File: src/rtl/icache_responder.sv
// Direct-mapped one-word-per-frame instruction cache on the datapath fetch channel.
// Latency: hits answer in the same cycle; a miss costs one detect cycle plus (wait+1) MISS cycles.
// Backpressure: iwait stalls the MISS state; the latched miss address fills even if the fetch moves on.
module icache_responder #(
    parameter int SETS = 16
) (
    input  logic        CLK,
    input  logic        nRST,
    input  logic        imemREN,
    input  logic [31:0] imemaddr,
    output logic        ihit,
    output logic [31:0] imemload,
    input  logic        flush,
    output logic        iREN,
    output logic [31:0] iaddr,
    input  logic        iwait,
    input  logic [31:0] iload,
    output logic [31:0] hit_count
);

    localparam int IDX_W = $clog2(SETS);
    localparam int TAG_W = 32 - 2 - IDX_W;

    typedef enum logic [0:0] {
        IDLE = 1'b0,
        MISS = 1'b1
    } state_t;

    state_t             state_q, state_d;
    logic [SETS-1:0]    valid_q, valid_d;
    logic [31:0]        miss_addr_q, miss_addr_d;
    logic [31:0]        hit_count_q, hit_count_d;

    // Tag and data storage; contents are meaningless until the matching valid bit is set.
    logic [TAG_W-1:0]   tag_q  [SETS];
    logic [31:0]        data_q [SETS];

    logic [IDX_W-1:0]   req_idx;
    logic [TAG_W-1:0]   req_tag;
    logic [IDX_W-1:0]   fill_idx;
    logic [TAG_W-1:0]   fill_tag;
    logic               hit;
    logic               fill_en;

    assign req_idx  = imemaddr[IDX_W+1:2];
    assign req_tag  = imemaddr[31:IDX_W+2];
    assign fill_idx = miss_addr_q[IDX_W+1:2];
    assign fill_tag = miss_addr_q[31:IDX_W+2];

    // Lookup is only answered from IDLE; a flush in the same cycle suppresses the hit.
    always_comb begin
        hit = 1'b0;
        if (state_q == IDLE && imemREN && !flush && valid_q[req_idx]
            && tag_q[req_idx] == req_tag) begin
            hit = 1'b1;
        end
    end

    assign ihit      = hit;
    assign imemload  = hit ? data_q[req_idx] : 32'h0;
    assign iREN      = (state_q == MISS);
    assign iaddr     = (state_q == MISS) ? miss_addr_q : 32'h0;
    assign hit_count = hit_count_q;

    // A fill lands only when memory answers, the miss was not flushed and reset is not asserted.
    assign fill_en = (state_q == MISS) && !iwait && !flush && nRST;

    // Next-state for the control registers: flush dominates, then the fill, then new misses.
    always_comb begin
        state_d     = state_q;
        valid_d     = valid_q;
        miss_addr_d = miss_addr_q;
        hit_count_d = hit_count_q + (hit ? 32'd1 : 32'd0);
        if (flush) begin
            valid_d = '0;
            state_d = IDLE;
        end else begin
            case (state_q)
                IDLE: begin
                    if (imemREN && !hit) begin
                        // Low two bits are forced to zero: memory is word addressed.
                        miss_addr_d = imemaddr & 32'hFFFF_FFFC;
                        state_d     = MISS;
                    end
                end
                MISS: begin
                    if (!iwait) begin
                        valid_d[fill_idx] = 1'b1;
                        state_d           = IDLE;
                    end
                end
                default: state_d = IDLE;
            endcase
        end
    end

    // Control registers with synchronous active-low reset.
    always_ff @(posedge CLK) begin
        if (!nRST) begin
            state_q     <= IDLE;
            valid_q     <= '0;
            miss_addr_q <= 32'h0;
            hit_count_q <= 32'h0;
        end else begin
            state_q     <= state_d;
            valid_q     <= valid_d;
            miss_addr_q <= miss_addr_d;
            hit_count_q <= hit_count_d;
        end
    end

    // Frame write on fill; the indexed frame is overwritten unconditionally.
    always_ff @(posedge CLK) begin
        if (fill_en) begin
            tag_q[fill_idx]  <= fill_tag;
            data_q[fill_idx] <= iload;
        end
    end

endmodule

File: config.mk
export PLATFORM = sky130hd
export DESIGN_NAME = icache_responder
export DESIGN_NICKNAME = d
export VERILOG_FILES = /design/src/rtl/icache_responder.sv
export SDC_FILE = /design/constraint.sdc
export NUM_CORES = 1
export LEC_CHECK = 0
export CAP_MARGIN = 20
export CORE_MARGIN = 1.5
export CORE_UTILIZATION = 60
export DETAILED_ROUTE_END_ITERATION = 8
export PLACE_DENSITY = 0.79
export SETUP_SLACK_MARGIN = 0.4
export SLEW_MARGIN = 20
export SYNTH_ARGS = -nofsm -noshare
export SYNTH_HDL_FRONTEND = slang
export SYNTH_SLANG_ARGS = --single-unit
File: constraint.sdc
create_clock -name CLK -period 8.9 [get_ports CLK]
set_input_delay 1.335 -clock CLK [delete_from_list [all_inputs] [get_ports CLK]]
set_output_delay 1.335 -clock CLK [all_outputs]
set_load 0.05 [all_outputs]
==> impl.org <==
** Status
- The flow ran to the end, and the final reports show no timing, DRC or antenna violations.

** Layout
- Counting the fill cells in the layout gives 3,806.
- Synthesis-to-layout area growth :: 15.09%
- After the last flow step, the layout net total stands at ~2,200.
- Of the cells placed in the final design, the portion with a size suffix greater than 1 is 0.2606.

** Critical path
- The critical path is of the input port to output pin type.
- In this run the worst path has a maximum fanout of 98.
- Worst setup path startpoint :: imemaddr[3]
- For the worst setup path, the data required time is roughly 7.6 ns.
- The startpoint identified for the worst register-to-register timing path is tag_q[15][17]$_DFFE_PP_.
- Kind of end point of the critical path :: output pin
- Data arrival time of the critical path :: roughly 6.1 ns
- STA classifies the critical path startpoint as an input port.

** Clock network
- Buffers inserted to repair hold after CTS numbered 0.
- After clock tree synthesis, the clock-pin slew on the worst setup and hold paths is around 0.060 ns.
- Once the clock tree was built, the resizer swapped 0 gates to a different size.
- # Post-CTS Setup Buffers :: 0
- Cts bufs inserted :: between 90 and 100
- Counting every sink on the clock net gives between 1,000 and 1,500.
- Root buffer cell :: sky130_fd_sc_hd__clkbuf_16
- TritonCTS built the clock tree.
- Insertion delay of the later-clocked pin in the worst-skew pair :: between 0.6 and 0.7 ns
- The H-tree was split into 3 levels.
- The clock passes through at most 3 buffers.

** Die
- Die extent in x :: 261.9 um
- Rows :: 94
- ~170 I/O pins were placed.
- Height of the die :: 261.9 um
- Effective utilization at floorplan :: 0.6084
- Die footprint :: ~69,000 um2
- The region available for standard cell placement spans 66,100 um2.

** Global route
- Initial antenna violation count :: 1
- The total overflow left after global routing is 0.
- Wire length of the first global-routing pass :: around 140,000 um
- Combined global-route utilization of all metal layers :: 0.2837
- The number of global-route vias before repair is about 21,000.
- Entering global routing, the biggest net connects 99 pins.

** Route
- The first routing iteration left 2,339 violations.
- Remaining DRCs :: 0
- First-pass iteration count of the detailed router :: 5
- Antenna violation net count after detailed routing :: 0
- In the final routed layout, each cell accounts on average for around 31 um.
- Per-cell via count in the routed design :: about 6.8
- Total routed wirelength :: roughly 95,000 um
- Vias :: 21,040

** Synthesis
- Yosys mapped a number of flops with a built-in enable equal to 928.
- For this run, the register share of the synthesized area comes to 0.7323.
- The largest total area in the synthesized netlist belongs to sky130_fd_sc_hd__edfxtp_1.
- By area the synthesized netlist is led by sky130_fd_sc_hd__edfxtp_1 69%, sky130_fd_sc_hd__mux4_2 15%, sky130_fd_sc_hd__dfxtp_1 3.9%.
- The commonest cells after synthesis are 928 x sky130_fd_sc_hd__edfxtp_1, 262 x sky130_fd_sc_hd__mux4_2, 79 x sky130_fd_sc_hd__dfxtp_1, 65 x sky130_fd_sc_hd__clkbuf_1.
- sky130_fd_sc_hd__edfxtp_1 is the most common cell in the netlist.
- For this run, the leading register cell type out of synthesis is sky130_fd_sc_hd__edfxtp_1.
- Fraction of post-synthesis cell area in the top cell type by area :: 0.6930
- Yosys synthesis warning count :: 0
- Post-synth ARST share :: 0
- Number of distinct standard cells referenced by the synthesized netlist :: 66
- Dividing the synthesized area by the synthesized cell count gives 20.36 um2.
- Syn Std Cell Area :: about 40,000 um2
- Counting flops and latches in the post-synthesis netlist gives 1,007.
- Number of cells produced by synthesis :: just under 2,000

** Timing
- Transition time at the pin with the least slew margin :: about 1.1 ns
- Clock period minus worst slack :: about 7.4 ns
- The number of max-slew violations in the final report is 0.
- Minimum setup slack in the final design :: around 1.5 ns
- Derived from the worst setup path, the maximum achievable clock frequency is roughly 140 MHz.
- Adding up every negative setup slack in the final design gives 0 ns.
- Setup repair after global routing left no endpoint under its margin.
- Headroom to the max-slew limit came out at 0.2688.
- Clock skew on the completed layout was measured at ~0.024 ns.
- Total setup violations reported at the end of the flow :: 0
- Final hold analysis gives a worst-case slack of about 0.46 ns.
- In the finished design, the share of the clock period the worst path needs comes to 0.8309.
- The count of final hold-check violations was 0.

** Placement
- HPWL after detailed placement :: around 49,000 um
- Routability-driven placement congestion ratio :: between 0.8 and 0.9
- Setup WS pre-CTS :: ~1.6 ns
- During placement, the flow inserted port buffers numbering between 150 and 200.

** Power and ir drop
- The worst-case IR drop observed on VDD is approximately 0.17 mV.
- In this run the static leakage power is approximately 15 nW.
- Final Total Pwr :: roughly 9.8 mW
- Power Dens Cells :: between 200 and 250 nW/um2

** Run
- Reported max-cap violation count :: 0

** Min path
- In this run the worst hold path is classified as flip-flop to flip-flop.
- The worst hold path begins at valid_q[3]$_SDFFE_PP0P_.
[worst max-delay path, cell delays in order]
cell	delay, ns
sky130_fd_sc_hd__buf_6	0.65
sky130_fd_sc_hd__buf_12	0.53
sky130_fd_sc_hd__mux4_2	0.58
sky130_fd_sc_hd__mux2i_1	0.15
sky130_fd_sc_hd__mux2i_1	0.14
sky130_fd_sc_hd__xnor2_1	0.35
sky130_fd_sc_hd__nand4b_1	0.16
sky130_fd_sc_hd__nor3_1	0.28
sky130_fd_sc_hd__nand3b_2	0.61
sky130_fd_sc_hd__buf_4	0.52
sky130_fd_sc_hd__and2b_1	0.30
sky130_fd_sc_hd__buf_12	0.14
[placed cells by master (no fill, tap or decap), types with 19 or more instances in the layout]
cell / count
sky130_fd_sc_hd__o311ai_1: 21
sky130_fd_sc_hd__mux4_2: 262
sky130_fd_sc_hd__clkdlybuf4s50_1: 125
sky130_fd_sc_hd__a41oi_2: 22
sky130_fd_sc_hd__nor2_1: 46
sky130_fd_sc_hd__buf_4: 46
sky130_fd_sc_hd__nand2_1: 56
sky130_fd_sc_hd__buf_12: 35
sky130_fd_sc_hd__edfxtp_1: 928
sky130_fd_sc_hd__nand3_1: 24
sky130_fd_sc_hd__mux2i_1: 34
sky130_fd_sc_hd__xnor2_1: 39
sky130_fd_sc_hd__dfxtp_1: 79
sky130_fd_sc_hd__nand4_1: 42
sky130_fd_sc_hd__nor2b_2: 29
sky130_fd_sc_hd__and2_1: 58
sky130_fd_sc_hd__clkinv_2: 19
sky130_fd_sc_hd__clkbuf_16: 100
[final timing paths]
| check | end | depth (start not counted) | slack [ns] |
|---|---|---|---|
| setup / recovery | imemload[0] | 12 | 1.51 |
| hold / removal | valid_q[3]$_SDFFE_PP0P_ | 1 | 0.46 |
| setup reg to reg | hit_count[28]$_SDFF_PN0_ | 15 | 3.37 |
| hold reg to reg | valid_q[3]$_SDFFE_PP0P_ | 1 | 0.46 |
[cell families after synthesis]
family / Yosys count / share of synthesized area
other cells: 1 / 0.00009326
compound gates: 144 / 0.03435
fa+ha+maj: 2 / 0.0006222
mux: 303 / 0.1575
flops: 1007 / 0.7323
buf+inv: 134 / 0.01770
xor+xnor: 49 / 0.01067
simple gates: 335 / 0.04670
[registers in the layout, summed over array words and instances (netlist names)]
name,cells
data_q,512
tag_q,416
hit_count,32
miss_addr_q,30
valid_q,16
iREN,1
[final cells by class]
class / instances / area [um2] / area share
multi-input combinational: 835 / 10170 / 0.2198
antenna: 2 / 5.005 / 0.0001081
inverter: 10 / 38.79 / 0.0008381
clock buffer: 124 / 2653 / 0.05731
tap: 864 / 1081 / 0.02336
timing repair buffer: 209 / 2335 / 0.05045
clock inverter: 52 / 548.0 / 0.01184
sequential: 1007 / 29450 / 0.6363
[per-layer routing]
metal  share of wire  GRT usage  wire length (um)
met4           0.032    0.08764              2991
met2            0.51     0.4770             48260
met1            0.37     0.3845             35370
met3           0.086    0.04967              8118
met5               0          0                 0
[through the flow]
stage / instances / cell area [um2] / utilization
2_1_floorplan: 1976 / 40220 / -
3_3_place_gp: 2925 / 43080 / 0.6517
3_5_place_dp: 2925 / 43080 / 0.6517
4_1_cts: 3101 / 46280 / 0.7001
5_1_grt: 3102 / 46280 / 0.7001
6_report: 3103 / 46280 / 0.7002
[where the power goes]
part           leakage, nW  internal (mW)  total [mW]  switching, mW
logic                 4.22          0.205       0.459          0.254
clock network         1.57           2.40        4.13           1.73
registers             9.22           5.20        5.25         0.0546
(Power assumes the default switching activity.)
==> RTL edit: new RTL, config.mk and constraints unchanged <==
Make the reset (`nRST`) asynchronous in one clocked block. Comments in the files are not updated.
--- a/src/rtl/icache_responder.sv
+++ b/src/rtl/icache_responder.sv
@@ -95,7 +95,7 @@
     end
 
     // Control registers with synchronous active-low reset.
-    always_ff @(posedge CLK) begin
+    always_ff @(posedge CLK or negedge nRST) begin
         if (!nRST) begin
             state_q     <= IDLE;
             valid_q     <= '0;
Check against the original RTL: differs if nRST is asserted again (counterexample within 4 cycles, from zero or initial values and one cycle with nRST low); with nRST held inactive, the same outputs for 4 cycles.
==> RTL edit against the unedited design <==
Worst setup slack lost 0.58 ns. Combinational power increased by 22%. Die area down 1.6%. Power rose by 2.2%. Critical path depth is the same. Design area fell by 2.0%. Global-route usage decreased by 0.14 points. Area after synthesis down 1.6%. Routed wire length decreased by 2.4%. Sequential cell count is the same. Clock skew shrank 0.0010 ns.
==> RTL edit: results <==
export IMPL_status="finished clean"
export IMPL_rows=93
export IMPL_met1_usage=0.386
export IMPL_antennaDiodeCount=0
export IMPL_synthAdderAreaFrac=0.000632
export IMPL_dr_pass1_iters=7
export IMPL_grt_pass1_wl_um=135000
export IMPL_yosys_top_cells_area="edfxtp_1 (70%), mux4_2 (14%), dfrtp_1 (5.0%)"
export IMPL_power_internal_mw=7.86
export IMPL_rr_startpoint="tag_q[10][25]"
export IMPL_viasPerCell=6.58
export IMPL_drt_wirelength_per_cell_um=31.1
export IMPL_dr_wl_met3_um=8520
export IMPL_placed_cell_area_sq_mm=0.0422
export IMPL_path_max_fanout=82
export IMPL_wl_met1_um=34600
export IMPL_worst_slew_pin_slew_ns=1.17
export IMPL_drive_above_1_share=0.240
export IMPL_powerComb_mw=0.560
export IMPL_fin_skew_ns=0.0233
export IMPL_rr_worst_depth=14
export IMPL_period_share=0.896
export IMPL_cts_buffers=97
export IMPL_grt_usage=0.282
export IMPL_grt_met3_usage=0.0572
export IMPL_grt_pass1_vias=20114
export IMPL_synth_compound_area_frac=0.0151
export IMPL_ff2ff_setup_slack_ns=3.55
## RTL edit: cell types whose count changed after synthesis, sizes merged, moves of 16 or more
cell	before	now
nand4	42	8
mux4	263	246
clkbuf	66	36
o311ai	30	1
dfxtp	79	0
and2	58	32
mux2	6	43
a41oi	29	2
nor2	58	34
mux2i	34	72
o22ai	0	21
a21o	16	0
dfrtp	0	79
## RTL edit: cell type report
cell class	instances	area, sq um	share of cell area
sequential	1007	29800	0.658
clock inverter	62	604	0.0133
inverter	21	80.1	0.00177
multi-input combinational	709	9240	0.204
tap	855	1070	0.0236
timing repair buffer	202	1970	0.0435
clock buffer	118	2550	0.0561
## RTL edit: metrics by stage
stage          power (mW)  cells  hold slack, ns
2_1_floorplan        5.84   1828           0.501
3_3_place_gp         6.05   2793           0.462
3_5_place_dp         6.08   2794           0.481
4_1_cts              10.1   2974           0.489
5_1_grt              10.3   2974           0.502
6_report             10.1   2974           0.490
## RTL edit: how the worst min path moves through the flow
stage                              from            end  slack (ns)  cells after the start
after CTS                 hit_count[16]  hit_count[16]        0.49                      1
after floorplan             valid_q[12]    valid_q[12]        0.50                      2
after detailed placement  hit_count[16]  hit_count[16]        0.48                      1
after global routing       hit_count[0]   hit_count[0]        0.50                      1
after global placement    hit_count[31]  hit_count[31]        0.46                      1
final                     hit_count[16]  hit_count[16]        0.49                      1
## RTL edit: worst max-delay path, cell delays in order
cell and delay (ns):
buf_8 0.58, buf_4 0.55, mux4_2 0.40, mux2i_1 0.17, mux2i_1 0.13, xnor2_1 0.27
nand4_1 0.34, a2111oi_4 0.43, nand4_2 0.77, buf_4 0.51, nor2b_1 0.17, clkdlybuf4s50_1 0.87
